[config.mk]
export PLATFORM = sky130hd
export DESIGN_NAME = hdlc_rx_bank_ctrl
export DESIGN_NICKNAME = d
export VERILOG_FILES = /design/src/rtl/hdlc_rx_bank_ctrl.sv
export SDC_FILE = /design/constraint.sdc
export NUM_CORES = 1
export LEC_CHECK = 0
export ABC_AREA = 1
export BUFFER_PORTS_ARGS = -buffer_cell sky130_fd_sc_hd__buf_2
export CORE_ASPECT_RATIO = 1.2
export CORE_UTILIZATION = 55
export CTS_CLUSTER_SIZE = 8
export DETAILED_ROUTE_END_ITERATION = 7
export PLACE_DENSITY = 0.85
export SYNTH_ARGS = -nofsm -noshare
export SYNTH_HDL_FRONTEND = slang
export SYNTH_SLANG_ARGS = --single-unit
[constraint.sdc]
create_clock -name clk_100m -period 1.91 [get_ports clk_100m]
set_input_delay 0.4775 -clock clk_100m [delete_from_list [all_inputs] [get_ports clk_100m]]
set_output_delay 0.4775 -clock clk_100m [all_outputs]
set_load 0.03 [all_outputs]
[src/rtl/hdlc_rx_bank_ctrl.sv]
// HDLC receive ping-pong bank scheduler with DSP interrupt pulser and EMIF register port.
// Optional HDLC_RX_TIMESTAMP_EN adds a microsecond timestamp per accepted frame.
module hdlc_rx_bank_ctrl #(
    parameter logic [23:0] REG_BASE  = 24'h000100,
    parameter int          INT_WIDTH = 50,
    parameter int          LEN_W     = 9
) (
    input  logic             clk_100m,
    input  logic             rst_n,
    input  logic             frame_done,
    input  logic [LEN_W-1:0] frame_len,
    input  logic             emif_wen,
    input  logic             emif_ren,
    input  logic [23:0]      emif_addr,
    input  logic [15:0]      emif_wdata,
    output logic [15:0]      emif_rdata,
    output logic             wr_bank,
    output logic             rx_enable,
    output logic             dsp_int
);
    localparam int CNT_W = $clog2(INT_WIDTH + 1);

    typedef enum logic [1:0] {IDLE, PULSE, GAP} int_state_t;

    logic [2:0]       fd_sync;
    logic             evt, accept;
    logic [1:0]       bank_full, bank_nx;
    logic             wr_nx;
    logic [LEN_W-1:0] len0, len1;
    logic [15:0]      drop_cnt, drop_nx;
    logic             overrun, ovr_nx;
    logic [1:0]       ctrl, ctrl_nx;
    logic [1:0]       pending;
    logic             in_win, wr_ack, wr_ctrl;
    logic [3:0]       off;
    logic [15:0]      rd_val;
    int_state_t       state, state_nx;
    logic [CNT_W-1:0] tmr, tmr_nx;
    logic             pulse_start;

    // frame_done is asynchronous: two sync flops, third flop for edge detect
    always_ff @(posedge clk_100m or negedge rst_n) begin
        if (!rst_n) fd_sync <= '0;
        else        fd_sync <= {fd_sync[1:0], frame_done};
    end
    assign evt    = fd_sync[1] & ~fd_sync[2];
    assign accept = evt & rx_enable;

    assign off     = emif_addr[3:0];
    assign in_win  = (emif_addr[23:4] == REG_BASE[23:4]);
    assign wr_ack  = emif_wen & in_win & (off == 4'd4);
    assign wr_ctrl = emif_wen & in_win & (off == 4'd5);

    // Event is applied first, then ACK, so an ACK sees the post-event bank state
    always_comb begin
        bank_nx = bank_full;
        wr_nx   = wr_bank;
        drop_nx = drop_cnt;
        ovr_nx  = overrun;
        ctrl_nx = ctrl;
        if (accept) begin
            bank_nx[wr_bank] = 1'b1;
            wr_nx            = ~wr_bank;
        end
        if (evt && !rx_enable) begin
            if (drop_cnt != 16'hFFFF) drop_nx = drop_cnt + 16'd1;
            ovr_nx = 1'b1;
        end
        if (wr_ack) begin
            bank_nx = bank_nx & ~emif_wdata[1:0];
            if (emif_wdata[15]) begin
                drop_nx = '0;
                ovr_nx  = 1'b0;
            end
        end
        if (wr_ctrl) ctrl_nx = emif_wdata[1:0];
    end

    always_ff @(posedge clk_100m or negedge rst_n) begin
        if (!rst_n) begin
            bank_full <= '0;
            wr_bank   <= 1'b0;
            rx_enable <= 1'b1;
            drop_cnt  <= '0;
            overrun   <= 1'b0;
            ctrl      <= 2'b11;
            len0      <= '0;
            len1      <= '0;
        end else begin
            bank_full <= bank_nx;
            wr_bank   <= wr_nx;
            // Receiver runs only when globally enabled and its target bank is free
            rx_enable <= ctrl_nx[0] & ~bank_nx[wr_nx];
            drop_cnt  <= drop_nx;
            overrun   <= ovr_nx;
            ctrl      <= ctrl_nx;
            if (accept && !wr_bank) len0 <= frame_len;
            if (accept &&  wr_bank) len1 <= frame_len;
        end
    end

    always_ff @(posedge clk_100m or negedge rst_n) begin
        if (!rst_n)                       pending <= '0;
        else if (!ctrl[1])                pending <= '0;
        else if (accept && !pulse_start) begin
            if (pending != 2'b11)         pending <= pending + 2'd1;
        end else if (!accept && pulse_start) pending <= pending - 2'd1;
    end

    always_ff @(posedge clk_100m or negedge rst_n) begin
        if (!rst_n) begin
            state   <= IDLE;
            tmr     <= '0;
            dsp_int <= 1'b0;
        end else begin
            state   <= state_nx;
            tmr     <= tmr_nx;
            dsp_int <= (state_nx == PULSE);
        end
    end

    always_comb begin
        state_nx    = state;
        tmr_nx      = tmr;
        pulse_start = 1'b0;
        case (state)
            IDLE: if (pending != 2'b00 && ctrl[1]) begin
                state_nx    = PULSE;
                tmr_nx      = '0;
                pulse_start = 1'b1;
            end
            PULSE, GAP: begin
                if (tmr == CNT_W'(INT_WIDTH - 1)) begin
                    state_nx = (state == PULSE) ? GAP : IDLE;
                    tmr_nx   = '0;
                end else begin
                    tmr_nx = tmr + 1'b1;
                end
            end
            default: state_nx = IDLE;
        endcase
    end

`ifdef HDLC_RX_TIMESTAMP_EN
    logic [6:0]  pre;
    logic [31:0] us_cnt, ts0, ts1;

    always_ff @(posedge clk_100m or negedge rst_n) begin
        if (!rst_n) begin
            pre    <= '0;
            us_cnt <= '0;
            ts0    <= '0;
            ts1    <= '0;
        end else begin
            pre <= (pre == 7'd99) ? 7'd0 : pre + 7'd1;
            if (pre == 7'd99) us_cnt <= us_cnt + 32'd1;
            if (accept && !wr_bank) ts0 <= us_cnt;
            if (accept &&  wr_bank) ts1 <= us_cnt;
        end
    end
`endif

    always_comb begin
        rd_val = '0;
        if (in_win) begin
            case (off)
                4'd0: rd_val = {11'd0, rx_enable, overrun, wr_bank, bank_full};
                4'd1: rd_val = {{(16-LEN_W){1'b0}}, len0};
                4'd2: rd_val = {{(16-LEN_W){1'b0}}, len1};
                4'd3: rd_val = drop_cnt;
                4'd5: rd_val = {14'd0, ctrl};
`ifdef HDLC_RX_TIMESTAMP_EN
                4'd6: rd_val = ts0[31:16];
                4'd7: rd_val = ts0[15:0];
                4'd8: rd_val = ts1[31:16];
                4'd9: rd_val = ts1[15:0];
`endif
                default: rd_val = '0;
            endcase
        end
    end

    always_ff @(posedge clk_100m or negedge rst_n) begin
        if (!rst_n)        emif_rdata <= '0;
        else if (emif_ren) emif_rdata <= rd_val;
    end

endmodule

==> impl_results.md, run 1 <==
- Outcome: complete, no violations
- Launch point of the worst path: drop_cnt[0]
- Avg WL per Cell: 13.3 um
- Final setup viols: 0
- Non-Filler Instances: 650
- Die height: 92.2 um
- Multi-input logic area: 1610 um^2
- Routed WL: 8630 um
- Slew Viols, Final: 0
- Global-route wire length before repair: 14400 um
- Full die area: 7110 um^2
- Antenna-violating nets left: 0
- Fill cell count: 508
- Total number of yosys warnings: 0
- RSZ-0062 raised after global routing: no
- Hold/Removal Path Class: in -> async
- IO buf count: 59
- Clock root buffer: clkbuf_8
- Post-synthesis cell count: 485
- Global route overflow: 0
- Share of cells above drive strength 1: 18.2%
- Clock sink count: 71
- Total Nets Final: 622
- Net Count, Synth: 547
- R2R depth: 9
- Reg2reg end: drop_cnt[14]
- TNS Setup: 0 ns
- Worst skew pair latency: 0.35 ns
- CTS Buf Count: 9
- Setup crit end: drop_cnt[14]
- FF/Latch Area: 1780 um^2
- FF-to-FF setup slack: 0.14 ns
- #FFs+latches synth: 71
- IO Pins: 73
- Synth unique cells: 34
- DRT Pass-1 Iters: 5
- Placed Area: 4190 um^2
- Chip width: 77.1 um
- Clk buf depth: 2
- CP Max Fanout: 7
- Total leakage power: 2.34 nW
- Vias per inst: 5.33
- Final Hold Viols: 0
- Antenna Cells: 0
- Slew @ Worst Pin: 0.646 ns
- Mapped Area: 3720 um^2
- Starting DRT DRC Count: 219
- Fin area: 4380 um^2
- Top cells by area, synth: dfrtp_1 (46%), nand2_1 (12%), inv_1 (8.4%)
- Setup crit end kind: flop
- Largest net degree at the start of global routing: 72
- Placer Congestion: 0.896
- Core ar.: 6490 um^2
- Post-DP HPWL: 6370 um
- Critical path class: reg -> reg
- Worst slew margin: 56.7%
- Worst Path Required: 2.21 ns
- Sequential cell area fraction in the yosys report: 47.8%
- Reg clk slew, reported paths: 0.07 ns
- Max Clock Freq: 564 MHz
- Initial Utilization: 57.4%
- Max-cap violations: 0
- Cell taking the most area after synthesis: dfrtp_1
- Post-synth top area share: 45.7%
- Worst IR drop on VDD: 0.000426 V
- Crit path DAT: 2.07 ns
- Reg2reg start: drop_cnt[0]
- Syn_area_per_cell: 7.68 um^2
- Residual DRC count: 0
- Final core utilization: 67.5%
- Power Density: 736 nW/um^2
- CTS tree: built
- Vias in the first global route: 3234
- Post-route minimum period: 1.77 ns
- Placed cells: 634
- Tcrit/Tclk final: 92.8%
- Tot GR Track Use: 25.9%
- Site Rows: 32
- Area grow syn2layout: 17.5%
- Via Count: 3463
- Htree depth: 3
- Startpoint Class: flop
- Initial antenna violation count: 0
- Layout Skew: 0.00564 ns
-- cell usage after synthesis, drive strengths merged --
cell / instances
nand2: 125
inv: 85
dfrtp: 68
o21ai: 45
nor2: 43
nand3: 34
nor3: 14
a21oi: 13
o22ai: 12
nand4: 9
ha: 8
clkbuf: 4
clkinv: 3
dfstp: 3
mux2: 3
a211oi: 2
and2: 2
mux2i: 2
nor3b: 2
or2: 2
xor2: 2
a21boi: 1
a2bb2oi: 1
o211ai: 1
o221ai: 1
-- state kept, by name (all words and copies together), names as in the netlist, 2 cells and up --
name / count
pending: 2
fd_sync: 3
len0: 9
state: 2
ctrl: 2
emif_rdata: 16
drop_cnt: 16
bank_full: 2
len1: 9
tmr: 6
-- worst max-delay path, stage by stage (launching register included) --
cell and delay, ns:
dfrtp_1 0.42, ha_2 0.28, nand3_2 0.14, nor3_4 0.24
nand2_2 0.13, nor2_1 0.18, nand2_1 0.13, nand3_1 0.11
nand2_1 0.05, inv_1 0.05
-- routing by layer --
metal | share of wire [%] | wire (um) | global-route usage, % | up-vias
met2 | 50 | 4290 | 43.5 | 127
li1 | - | - | - | 1705
met3 | 5.9 | 507 | 4.98 | 21
met4 | 2.1 | 183 | 11.5 | 0
met1 | 42 | 3660 | 32.1 | 1610
met5 | 0 | 0 | 0 | -
-- kinds of logic after synthesis --
group	count (synthesis)	synth area share, %
simple gates	231	27.2
compound gates	76	11.1
mux	5	1.44
xor+xnor	2	0.470
fa+ha+maj	8	2.69
flops	71	47.8
buf+inv	92	9.30
-- per-stage QoR --
| step | total power [mW] | setup WS, ns | hold WS, ns |
|---|---|---|---|
| after floorplan | 1.96 | 0.181 | 0.182 |
| after global placement | 2.13 | 0.0167 | 0.336 |
| after detailed placement | 2.15 | -0.0267 | 0.337 |
| after CTS | 3.22 | 0.0721 | 0.156 |
| after global routing | 3.35 | 0.00976 | 0.184 |
| final | 3.22 | 0.138 | 0.127 |
-- final cells by class --
cell class / instances / area share (%)
clock buffers: 13 / 3.63
inverters: 88 / 7.58
flip-flops and latches: 71 / 40.7
multi-input cells: 322 / 36.7
clock inverters: 3 / 0.400
repair buffers: 68 / 8.58
well taps: 85 / 2.43
-- cells in the final DEF (no fill, tap or decap), types with 3 or more instances in the layout --
cell / n
nand2_1: 124
inv_1: 83
dfrtp_1: 68
buf_2: 59
o21ai_0: 44
nor2_1: 40
nand3_1: 31
a21oi_1: 13
nor3_1: 12
o22ai_1: 12
clkbuf_8: 11
nand4_1: 9
buf_4: 8
ha_1: 7
nand3_2: 3
clkinv_2: 3
mux2_2: 3
dfstp_2: 3
-- report_power, final --
group	internal [mW]	leakage [nW]	switching, mW
clock	0.539	0.0894	0.542
sequential	1.58	0.865	0.105
combinational	0.177	1.39	0.281
-- how the worst min path moves through the flow --
stage | start | to | slack (ns) | cells past startpoint
2_1_floorplan | rst_n | bank_full[0] | 0.18 | 0
3_5_place_dp | fd_sync[0] | fd_sync[1] | 0.34 | 0
3_3_place_gp | fd_sync[0] | fd_sync[1] | 0.34 | 0
5_1_grt | rst_n | state[1] | 0.18 | 2
4_1_cts | rst_n | state[1] | 0.16 | 2
6_report | rst_n | state[1] | 0.13 | 2
-- timing repair --
item / 4_1_cts / 5_1_grt
resized for setup: 0 / 2
setup endpoints to repair: 0 / 6
hold buffers: 0 / 0
buffers inserted: 0 / 0
No activity file was read; power rests on OpenSTA's default activity.
==> inputs of run 2 (changes only) <==
- CTS_BUF_LIST: not set -> sky130_fd_sc_hd__clkbuf_4 sky130_fd_sc_hd__clkbuf_8
- SLEW_MARGIN: not set -> 15
==> run 2 against run 1 <==
Compared with the run above: clock power about the same; clock skew rose by 0.00071 ns; worst hold slack got worse by 0.0025 ns; combinational power about the same; die area unchanged; setup slack gained 0.020 ns; first-iteration DRC count grew 5.0%; maximum frequency rose by 1.1%; sequential cell count unchanged; core utilization grew 0.12 points; largest power group unchanged.
==> impl_results.md, run 2 (synthesized netlist as in run 1, its figures left out) <==
- Chip width: 77.1 um (unchanged)
- Clk buf depth: 2 (unchanged)
- Critical Path Max Stage Delay: 0.42 ns (about the same)
- Final setup viols: 0 (unchanged)
- Vias per inst: 5.31 (was 5.33)
- Share of cells above drive strength 1: 18.6% (was 18.2%)
- Antenna-violating nets left: 0 (unchanged)
- Power consumption: 3.25 mW (was 3.22 mW)
- Max Clock Freq: 571 MHz (was 564 MHz)
- Reg clk slew, reported paths: 0.07 ns (about the same)
- Worst IR drop on VDD: 0.000426 V (about the same)
- Critical path class: reg -> reg (unchanged)
- Tcrit/Tclk final: 91.7% (was 92.8%)
- Layout Skew: 0.00636 ns (was 0.00564 ns)
- Tot GR Track Use: 25.8% (was 25.9%)
- Top flop regs: drop_cnt x16, emif_rdata x16 (unchanged)
- Worst Path Required: 2.21 ns (about the same)
- Core ar.: 6490 um^2 (unchanged)
- Area grow syn2layout: 17.7% (was 17.5%)
- Starting DRT DRC Count: 230 (was 219)
- Global-route wire length before repair: 14400 um (unchanged)
- IO buf count: 59 (unchanged)
- Dpl ws: -0.0267 ns (unchanged)
- Total Nets Final: 622 (unchanged)
- Hold/Removal Path Class: in -> async (unchanged)
- Htree depth: 3 (unchanged)
- Full die area: 7110 um^2 (unchanged)
- Slew @ Worst Pin: 0.652 ns (was 0.646 ns)
- Worst slew margin: 56.2% (was 56.7%)
- Die height: 92.2 um (unchanged)
- Commonest non-fill, non-tap cell in the layout: nand2_1 (unchanged)
- Worst skew pair latency: 0.35 ns (about the same)
- Most frequent cells in the layout: nand2_1 (124), inv_1 (83), dfrtp_1 (68) (unchanged)
- Clk pwr share: 34.1% (was 33.6%)
- Final Hold Viols: 0 (unchanged)
- Non-Filler Instances: 650 (unchanged)
- Vias in the first global route: 3231 (was 3234)
- CTS tree: built (unchanged)
- Combinational power share: 14.1% (was 14.2%)
- CP Max Fanout: 7 (unchanged)
- Post-route minimum period: 1.75 ns (was 1.77 ns)
- Outcome: complete, no violations (unchanged)
- Setup ws final: 0.158 ns (was 0.138 ns)
- Routed WL: 8640 um (was 8630 um)
- Crit path DAT: 2.05 ns (was 2.07 ns)
- Initial Utilization: 57.4% (unchanged)
- Placer Congestion: 0.896 (unchanged)
- Worst path cell trace: ha_2 -> nand3_2 -> nor3_4 -> nand3_2 -> nand3_1 -> nand2_1 -> o21ai_0 -> nand2_1 -> inv_1 (was ha_2 -> nand3_2 -> nor3_4 -> nand2_2 -> nor2_1 -> nand2_1 -> nand3_1 -> nand2_1 -> inv_1)
- Global route overflow: 0 (unchanged)
- Antenna Cells: 0 (unchanged)
- Startpoint Class: flop (unchanged)
- Clock root buffer: clkbuf_8 (unchanged)
- Slew Viols, Final: 0 (unchanged)
- Largest net degree at the start of global routing: 72 (unchanged)
- Sequential share of power: 51.8% (was 52.2%)
- Initial antenna violation count: 0 (unchanged)
- Total leakage power: 2.35 nW (was 2.34 nW)
- Clock sink count: 71 (unchanged)
- Residual DRC count: 0 (unchanged)
- Post-DP HPWL: 6370 um (unchanged)
- RSZ-0062 raised after global routing: no (unchanged)
- CTS Buf Count: 9 (unchanged)
- IO Pins: 73 (unchanged)
- Switching power: 0.929 mW (about the same)
- Via Count: 3449 (was 3463)
- Internal power: 2.32 mW (was 2.29 mW)
- Slowest CP cell: dfrtp_1 (unchanged)
- DRT Pass-1 Iters: 5 (unchanged)
- Setup crit end kind: flop (unchanged)
- Max-cap violations: 0 (unchanged)
- Power Density: 741 nW/um^2 (was 736 nW/um^2)
- Avg WL per Cell: 13.3 um (about the same)
- Placed cells: 634 (unchanged)
- Switching Share: 28.6% (was 28.8%)
- Site Rows: 32 (unchanged)
run 2: cell types whose count changed in the layout (fill, tap and decap cells not counted):
cell and delta:
clkbuf_1 -2, clkbuf_4 +2
run 2: path summary, 6_finish.rpt:
| check | slack (ns) | end | from | depth (start not counted) |
|---|---|---|---|---|
| max in group asynchronous | 1.44 | ctrl[1] | rst_n | 2 |
| min | 0.12 | state[1] | rst_n | 2 |
| max | 0.16 | drop_cnt[6] | drop_cnt[0] | 9 |
| min reg2reg | 0.35 | fd_sync[1] | fd_sync[0] | 0 |
| max reg2reg | 0.16 | drop_cnt[6] | drop_cnt[0] | 9 |
| min in group clk_100m | 0.23 | fd_sync[0] | frame_done | 1 |
run 2: final cells by class:
| type | count | area (um^2) |
|---|---|---|
| clock buffers | 13 | 166 |
| well taps | 85 | 106 |
| flip-flops and latches | 71 | 1780 |
| inverters | 88 | 332 |
| fillers | 508 | 2100 |
| multi-input cells | 322 | 1610 |
| clock inverters | 3 | 17.5 |
| repair buffers | 68 | 375 |
run 2: per-stage QoR:
step	utilization, %	setup TNS (ns)	instance area (um^2)	hold WS, ns
floorplan	-	0	3720	0.182
CTS	67.5	0	4380	0.156
finish	67.6	0	4380	0.125
global route	67.6	0	4380	0.184
global placement	64.6	0	4190	0.336
detailed placement	64.6	-0.0635	4190	0.337
run 2: timing repair:
action,CTS,global route
gates resized for setup,0,2
buffers inserted,0,0
hold buffers,0,0
endpoints found under the setup margin,0,6
run 2: layer usage:
metal  wire, um  global-route usage [%]  vias to the layer above
met5          0                       0                        -
met4        211                    11.5                        0
met3        463                    4.98                       26
met2       4270                    43.5                      117
met1       3700                    32.0                     1601
li1           -                       -                     1705
run 2: power groups by stage:
stage | sequential [mW] | clock, mW | combinational (mW)
2_1_floorplan | 1.68 | 0 | 0.281
4_1_cts | 1.67 | 1.12 | 0.455
5_1_grt | 1.69 | 1.17 | 0.521
3_3_place_gp | 1.70 | 0 | 0.430
6_report | 1.68 | 1.11 | 0.458
3_5_place_dp | 1.70 | 0 | 0.446
run 2: critical path: cells and delay by family (launching register included):
kind | cells | cell delay (ns)
flops | 1 | 0.42
compound gates | 1 | 0.10
simple gates | 6 | 0.84
fa+ha+maj | 1 | 0.28
buf+inv | 1 | 0.07
